<file path="src/rtl/multdiv_ctrl_pkg.sv">
// Shared definitions for the multiply/divide issue controller:
// FSM state encoding, the $rstatus register index and its exception codes.
package multdiv_ctrl_pkg;

    typedef enum logic [1:0] {
        ST_IDLE  = 2'd0,
        ST_ISSUE = 2'd1,
        ST_WAIT  = 2'd2,
        ST_WB    = 2'd3
    } md_state_t;

    localparam logic [4:0]  RSTATUS_REG = 5'd30;

    localparam logic [31:0] EXC_MULT    = 32'd4;
    localparam logic [31:0] EXC_DIV     = 32'd5;
    localparam logic [31:0] EXC_TIMEOUT = 32'd6;

    // $rstatus code for an exception raised by the issued op type
    function automatic logic [31:0] exc_code(input logic op_mult);
        return op_mult ? EXC_MULT : EXC_DIV;
    endfunction

endpackage

</file>
<file path="src/rtl/md_wait_counter.sv">
// Wait counter for the multdiv handshake: cleared while not waiting,
// counts up while waiting and saturates at MAX_WAIT (never wraps).
module md_wait_counter #(
    parameter int unsigned MIN_WAIT = 2,
    parameter int unsigned MAX_WAIT = 40,
    parameter int unsigned CNT_W    = 6
) (
    input  logic clock,
    input  logic reset,
    input  logic clear,
    input  logic inc,
    output logic ge_min,
    output logic at_max
);

    localparam logic [CNT_W-1:0] MIN_VAL = CNT_W'(MIN_WAIT);
    localparam logic [CNT_W-1:0] MAX_VAL = CNT_W'(MAX_WAIT);
    localparam logic [CNT_W-1:0] ONE     = CNT_W'(1);

    logic [CNT_W-1:0] count;

    // Saturating up-counter with synchronous clear
    always_ff @(posedge clock) begin
        if (reset) begin
            count <= '0;
        end else if (clear) begin
            count <= '0;
        end else if (inc && (count != MAX_VAL)) begin
            count <= count + ONE;
        end
    end

    assign ge_min = (count >= MIN_VAL);
    assign at_max = (count == MAX_VAL);

endmodule

</file>
<file path="src/rtl/multdiv_issue_ctrl.sv">
// Processor-side initiator for the iterative multiply/divide unit.
// Captures a MULT/DIV from EX, pulses the start strobe once, stalls the
// pipeline until a qualified result-ready (or timeout), then performs a
// single-cycle register-file writeback; exceptions are reported to $rstatus.
module multdiv_issue_ctrl
    import multdiv_ctrl_pkg::*;
#(
    parameter int unsigned MIN_WAIT = 2,
    parameter int unsigned MAX_WAIT = 40,
    parameter int unsigned CNT_W    = 6
) (
    input  logic        clock,
    input  logic        reset,
    input  logic        ex_is_mult,
    input  logic        ex_is_div,
    input  logic [31:0] ex_opA,
    input  logic [31:0] ex_opB,
    input  logic [4:0]  ex_rd,
    input  logic        flush,
    input  logic [31:0] data_result,
    input  logic        mult_exception,
    input  logic        div_exception,
    input  logic        data_resultRDY,
    output logic [31:0] data_operandA,
    output logic [31:0] data_operandB,
    output logic        ctrl_MULT,
    output logic        ctrl_DIV,
    output logic        stall,
    output logic        wb_valid,
    output logic [4:0]  wb_rd,
    output logic [31:0] wb_data,
    output logic        busy
);

    md_state_t  state;
    logic       op_mult;
    logic [4:0] rd_q;
    logic       wb_valid_q;

    logic request;
    logic cnt_clear;
    logic cnt_inc;
    logic ge_min;
    logic at_max;
    logic rdy_ok;
    logic op_exc;

    assign request   = ex_is_mult | ex_is_div;
    assign cnt_inc   = (state == ST_WAIT);
    assign cnt_clear = (state != ST_WAIT);
    assign rdy_ok    = data_resultRDY & ge_min;
    // only the flag belonging to the issued op type is meaningful
    assign op_exc    = op_mult ? mult_exception : div_exception;

    md_wait_counter #(
        .MIN_WAIT (MIN_WAIT),
        .MAX_WAIT (MAX_WAIT),
        .CNT_W    (CNT_W)
    ) u_wait_counter (
        .clock  (clock),
        .reset  (reset),
        .clear  (cnt_clear),
        .inc    (cnt_inc),
        .ge_min (ge_min),
        .at_max (at_max)
    );

    // Issue FSM with registered strobe, operand and writeback outputs
    always_ff @(posedge clock) begin
        if (reset) begin
            state         <= ST_IDLE;
            op_mult       <= 1'b0;
            rd_q          <= '0;
            data_operandA <= '0;
            data_operandB <= '0;
            ctrl_MULT     <= 1'b0;
            ctrl_DIV      <= 1'b0;
            wb_valid_q    <= 1'b0;
            wb_rd         <= '0;
            wb_data       <= '0;
        end else begin
            ctrl_MULT  <= 1'b0;
            ctrl_DIV   <= 1'b0;
            wb_valid_q <= 1'b0;
            wb_rd      <= '0;
            wb_data    <= '0;
            unique case (state)
                ST_IDLE: begin
                    if (request && !flush) begin
                        // operands stay frozen from here until WB is left
                        data_operandA <= ex_opA;
                        data_operandB <= ex_opB;
                        rd_q          <= ex_rd;
                        op_mult       <= ex_is_mult;
                        ctrl_MULT     <= ex_is_mult;
                        ctrl_DIV      <= ~ex_is_mult;
                        state         <= ST_ISSUE;
                    end
                end
                ST_ISSUE: begin
                    state <= flush ? ST_IDLE : ST_WAIT;
                end
                ST_WAIT: begin
                    if (flush) begin
                        state <= ST_IDLE;
                    end else if (rdy_ok) begin
                        state      <= ST_WB;
                        wb_valid_q <= op_exc | (rd_q != 5'd0);
                        wb_rd      <= op_exc ? RSTATUS_REG : rd_q;
                        wb_data    <= op_exc ? exc_code(op_mult) : data_result;
                    end else if (at_max) begin
                        state      <= ST_WB;
                        wb_valid_q <= 1'b1;
                        wb_rd      <= RSTATUS_REG;
                        wb_data    <= EXC_TIMEOUT;
                    end
                end
                ST_WB: begin
                    state <= ST_IDLE;
                end
                default: begin
                    state <= ST_IDLE;
                end
            endcase
        end
    end

    // a flush arriving during WB squashes the write in that same cycle
    assign wb_valid = wb_valid_q & ~flush;
    assign stall    = ((state == ST_IDLE) & request & ~flush)
                    | (state == ST_ISSUE)
                    | (state == ST_WAIT);
    assign busy     = (state != ST_IDLE);

endmodule

</file>
<file path="config.mk">
export PLATFORM = sky130hd
export DESIGN_NAME = multdiv_issue_ctrl
export DESIGN_NICKNAME = d
export VERILOG_FILES = /design/src/rtl/multdiv_ctrl_pkg.sv /design/src/rtl/md_wait_counter.sv /design/src/rtl/multdiv_issue_ctrl.sv
export SDC_FILE = /design/constraint.sdc
export NUM_CORES = 1
export LEC_CHECK = 0
export BUFFER_PORTS_ARGS = -buffer_cell sky130_fd_sc_hd__buf_4
export CORE_MARGIN = 1
export CORE_UTILIZATION = 41
export DETAILED_ROUTE_END_ITERATION = 10
export GPL_TIMING_DRIVEN = 0
export PLACE_DENSITY = 0.74
export SYNTH_ARGS = -nofsm -noshare
export SYNTH_HDL_FRONTEND = slang
export SYNTH_HIERARCHICAL = 1
export SYNTH_SLANG_ARGS = --single-unit
</file>
<file path="constraint.sdc">
create_clock -name clock -period 1.7 [get_ports clock]
set_input_delay 0.34 -clock clock [delete_from_list [all_inputs] [get_ports clock]]
set_output_delay 0.34 -clock clock [all_outputs]
set_load 0.01 [all_outputs]
</file>
Word level (Yosys, flattened, before mapping)

Index checks and enable logic that the tools add are counted.

Flip-flop bits (word level): 118
Bits of input ports: 109
Logic and storage cells: 61
Output and inout port bits: 106

$add $sub $neg: 1
Order comparisons: 1
Bitwise gates (word level): 13
Muxes and demuxes: 16
Equal/unequal tests: 8
Reductions and logical operators: 11

Operator list:

| kind                                                              | number |
|---|---|
| 2-to-1 mux 32 bit                                                 | 2 |
| 2-to-1 mux 5 bit                                                  | 3 |
| 2-to-1 mux 2 bit                                                  | 5 |
| case mux 2 bit (4 select lines)                                   | 1 |
| adder 6 x 1 -> 6 bit, second input constant                       | 1 |
| == test 6 bit, second input constant                              | 1 |
| greater-or-equal comparator 6 x 2 -> 1 bit, second input constant | 1 |
| inequality test 6 bit, second input constant                      | 1 |
| OR reduction 3 bit                                                | 2 |
| NOT 1 bit                                                         | 5 |
| nonzero test 5 bit                                                | 1 |
| AND 1 bit                                                         | 4 |
| == test 2 bit, second input constant                              | 2 |
| 2-to-1 mux 1 bit                                                  | 4 |
| inequality test 2 bit, second input constant                      | 2 |
| inequality test 4 bit, second input constant                      | 1 |
| OR 1 bit                                                          | 4 |
| AND reduction 2 bit                                               | 2 |
| 2-to-1 mux 3 bit                                                  | 1 |
| == test 2 x 1 -> 1 bit, second input constant                     | 1 |
| logical AND 1 bit                                                 | 2 |
| logical NOT 2 bit                                                 | 1 |
| nonzero test 2 bit                                                | 1 |
| OR reduction 2 bit                                                | 1 |
| logical NOT 1 bit                                                 | 1 |

Depth between registers and ports, before layout

Depth after elaboration: 5
Depth in mapped cells: 8
Depth with buffers taken out: 7

Modules after synthesis

The synthesis kept the hierarchy.

By module, submodules not included:

| module             | cells each | area each (um2) | times used | sequential area each (um2) |
|---|---|---|---|---|
| multdiv_issue_ctrl | 428        | 4050.1          | 1          | 2242.2 |
| md_wait_counter    | 39         | 329.1           | 1          | 120.1 |

Least setup slack after synthesis

Ideal clock, no wire load.

Kind: register to output
Start: reg state[1]
End: out stall
Data required time: 1360 ps
Buffers on the path: 2
Arrival: 1231 ps
Slack: 129 ps
Cell stages (with the launch flop): 6
Cells stage by stage: dfxtp_1 clkbuf_2 nor3_2 buf_2 o21ai_0 nand2_1

Cells in the longest elaborated chain, start to end: 5
Elaborated cells on any way between the ends: 7
Classes of those cells: eq/ne: 2; bitwise: 4; reduce/logical: 1

Ends and longest elaborated chain:

| what                   | RTL line                  | RTL |
|---|---|---|
| from (decl)            | multdiv_issue_ctrl.sv:35  | `md_state_t state;` |
| from (signal assigned) | multdiv_issue_ctrl.sv:101 | `state <= flush ? ST_IDLE : ST_WAIT;` |
| logical NOT 2 bit      | multdiv_issue_ctrl.sv:130 | `assign stall = ((state == ST_IDLE) & request & ~flush)` |
| AND 1 bit (2 in a row) | multdiv_issue_ctrl.sv:130 |  |
| OR 1 bit               | multdiv_issue_ctrl.sv:131 | `\| (state == ST_ISSUE)` |
| OR 1 bit *             | multdiv_issue_ctrl.sv:132 | `\| (state == ST_WAIT);` |
| to (decl)              | multdiv_issue_ctrl.sv:28  | `output logic stall,` |

Mark *: on every way between the ends. The rest lies on a longest branch, timed or not.

Worst setup path in the final report

Start: reg state[0]
End: out stall

The elaborated chain is that of the path after synthesis.

==> impl_metrics.env <==
export IMPL_status="finished, violations left"
export IMPL_violations="negative setup slack"
export IMPL_rr_worst_depth=6
export IMPL_maxSlewViolCount=0
export IMPL_synth_edff_count=0
export IMPL_cts_hold_buf=0
export IMPL_seqPwrFrac=0.407
export IMPL_yosysMostFrequentCell="dfxtp_1"
export IMPL_antenna_found_initial=0
export IMPL_setup_violations=6
export IMPL_post_dp_hpwl_microns=9290
export IMPL_drive_gt1_frac=0.396
export IMPL_swShare=0.233
export IMPL_fmax_mhz=565
export IMPL_reg2reg_slack_ns=-0.01
export IMPL_port_buffers=214
export IMPL_placedCellCount=817
export IMPL_multiInputGateArea_sq_um=1900
export IMPL_cp_required_ns=1.36
export IMPL_yosys_top_cells_area="dfxtp_1 54%, nand3b_1 12%, a21oi_1 8.3%, o21ai_0 8.1%, and2_1 4.4%"
export IMPL_cap_violations=0
export IMPL_syn2layout_area_growth_pct=58.3
export IMPL_clk_latency_ns=0.50
export IMPL_holdWs_ns=0.0351
export IMPL_place_congestion=0.828
export IMPL_p_comb_frac=0.114
export IMPL_cellPowerDensity_nw_per_um2=1040
export IMPL_rr_endpoint="wb_data[30]"
export IMPL_final_cell_area_sq_um=6930
export IMPL_initial_core_util=0.424
export IMPL_worst_setup_path_end_kind="output port"
export IMPL_num_antenna_cells=0
export IMPL_drt_iter0_markers=207
export IMPL_finalNetCount=822
export IMPL_seqCellArea_sq_um=2370
export IMPL_fin_crit_ns=1.77
export IMPL_holdPathStages=2
export IMPL_finalPower_mw=7.20
export IMPL_post_route_period_util=1.04
export IMPL_clkPwrFrac=0.479
export IMPL_critPathArrivalTime_ns=1.43
export IMPL_cts_buffers=17
export IMPL_ys_seq_area_frac=0.539
export IMPL_place_area_sq_um=6160
export IMPL_crit_type="reg -> out"
export IMPL_vias=4300
export IMPL_worstMarginPinSlew_ns=0.692
export IMPL_grt_pass1_vias=4009
export IMPL_core_sq_um=10300
export IMPL_cts_buffer_depth=2
export IMPL_hp_class="in -> reg"
export IMPL_instances_no_fill=858
export IMPL_dieArea_sq_um=11100
export IMPL_hold_viol=0
export IMPL_synth_area_sq_um=4380
export IMPL_num_rows=37
export IMPL_reg2reg_from="state[0]"
export IMPL_routed_wirelength_microns=13000
export IMPL_synth_cell_type_count=36
export IMPL_finalSetupTns_ns=-0.0883
export IMPL_critPathMaxFanout=5
export IMPL_worst_slack_ns=-0.0704
export IMPL_fillers=828
export IMPL_gr_total_overflow=0
export IMPL_worstSetupStartpointType="register"
export IMPL_grt_pass1_wl_microns=19900
export IMPL_avgSynthCellArea_sq_um=9.38
export IMPL_synth_flop_cell="dfxtp_1"
export IMPL_rsz0062_at_grt="true"
export IMPL_htreeDepth=4
export IMPL_fin_skew_ns=0.0142
export IMPL_hold_path_end="wb_data[21]"
export IMPL_cts_tree="yes"
export IMPL_synth_nets=579
export IMPL_drcViolationCount=0
export IMPL_vias_per_cell=5.01
export IMPL_peakVddDrop_v=0.000645
export IMPL_wire_per_inst_microns=15.1
export IMPL_grt_start_max_net_pins=20
export IMPL_ioPinCount=215
export IMPL_grt_usage=0.228
export IMPL_postSynthCellCount=467
export IMPL_internal_power_mw=5.52
export IMPL_drtAntennaViolNets=0
export IMPL_finish_utilization=0.672
export IMPL_yosys_top_cells_count="118 x dfxtp_1, 73 x a21oi_1, 71 x o21ai_0"
export IMPL_p_leak_nw=2.99
export IMPL_numClockSinks=118
export IMPL_min_delay_start="data_result[21]"
export IMPL_power_switching_mw=1.68
export IMPL_ys_seq_elements=118
export IMPL_fp_dieH_microns=105
export IMPL_root_buffer="clkbuf_8"
export IMPL_synth_top_area_cell="dfxtp_1"
export IMPL_clk_pin_slew_ns=0.06
export IMPL_relSlewSlack=0.539
export IMPL_die_x_microns=105
export IMPL_async_flop_share=0
export IMPL_yosys_warnings=6
export IMPL_firstDrtPassIters=5
export IMPL_synthDominantCellAreaShare=0.539
export IMPL_dp_slack_ns=-0.466
flip-flops by register name, indices dropped and copies added, names as in the netlist, 2 cells and up:
name                  count
state                     2
wb_rd                     5
data_operandA            32
wb_data                  32
rd_q                      5
data_operandB            32
u_wait_counter/count      6
critical path, cell delays in order (launching register included):
cell     delay [ns]
dfxtp_4        0.36
nor3_4         0.21
buf_6          0.14
o21ai_4        0.05
nand2_1        0.07
buf_6          0.10
cells by family after synthesis:
| logic type | synth area share |
|---|---|
| adders and majority gates | 0.00857 |
| AOI/OAI and AO/OA | 0.183 |
| and+or+nand+nor | 0.211 |
| xor gates and xnor gates | 0.00600 |
| DFF | 0.539 |
| muxes | 0.00943 |
| buffers and inverters | 0.0423 |
final cells by class:
class / count / area share
repair buffers: 226 / 0.247
clock inverters: 13 / 0.0226
plain buffers: 40 / 0.0273
flip-flops and latches: 118 / 0.343
inverters: 5 / 0.00271
well taps: 136 / 0.0245
multi-input cells: 302 / 0.274
clock buffers: 18 / 0.0603
power groups by stage:
stage | Combinational (mW) | Sequential, mW | Clock [mW]
CTS | 0.811 | 2.93 | 3.52
detailed placement | 0.784 | 2.99 | 0
global route | 0.888 | 2.94 | 3.69
global placement | 0.764 | 2.98 | 0
finish | 0.819 | 2.93 | 3.45
floorplan | 0.293 | 3.02 | 0
how the worst max path moves through the flow:
stage | slack, ns | endpoint | startpoint
after global placement | -0.48 | stall | state[1]
final | -0.07 | stall | state[0]
after CTS | -0.09 | stall | state[0]
after floorplan | 0.13 | stall | state[1]
after global routing | -0.15 | stall | state[0]
after detailed placement | -0.47 | stall | state[1]
metal layers:
| metal | share of wire | routed length [microns] | global-route usage |
|---|---|---|---|
| met5 | 0 | 0 | 0 |
| met4 | 0.028 | 360 | 0.0926 |
| met3 | 0.067 | 863 | 0.0686 |
| met2 | 0.48 | 6260 | 0.371 |
| met1 | 0.42 | 5490 | 0.282 |
timing repair:
item / in CTS / in global routing
setup buffers: 5 / 5
gates cloned: 0 / 2
pin swaps: 1 / 9
endpoints found under the setup margin: 79 / 50
resized for setup: 18 / 30
layout by cell type, fill, tap and decap left out, drive strengths merged, types with 5 or more instances in the layout:
master	Yosys	final
buf	3	233
dfxtp	118	118
a21oi	73	73
o21ai	71	71
nand3b	69	69
clkbuf	39	51
and2	31	31
nand2	10	10
nor2	7	7
inv	5	7
clkinv	0	6
o21a	5	5
nor3	5	5
(Power assumes the default switching activity.)
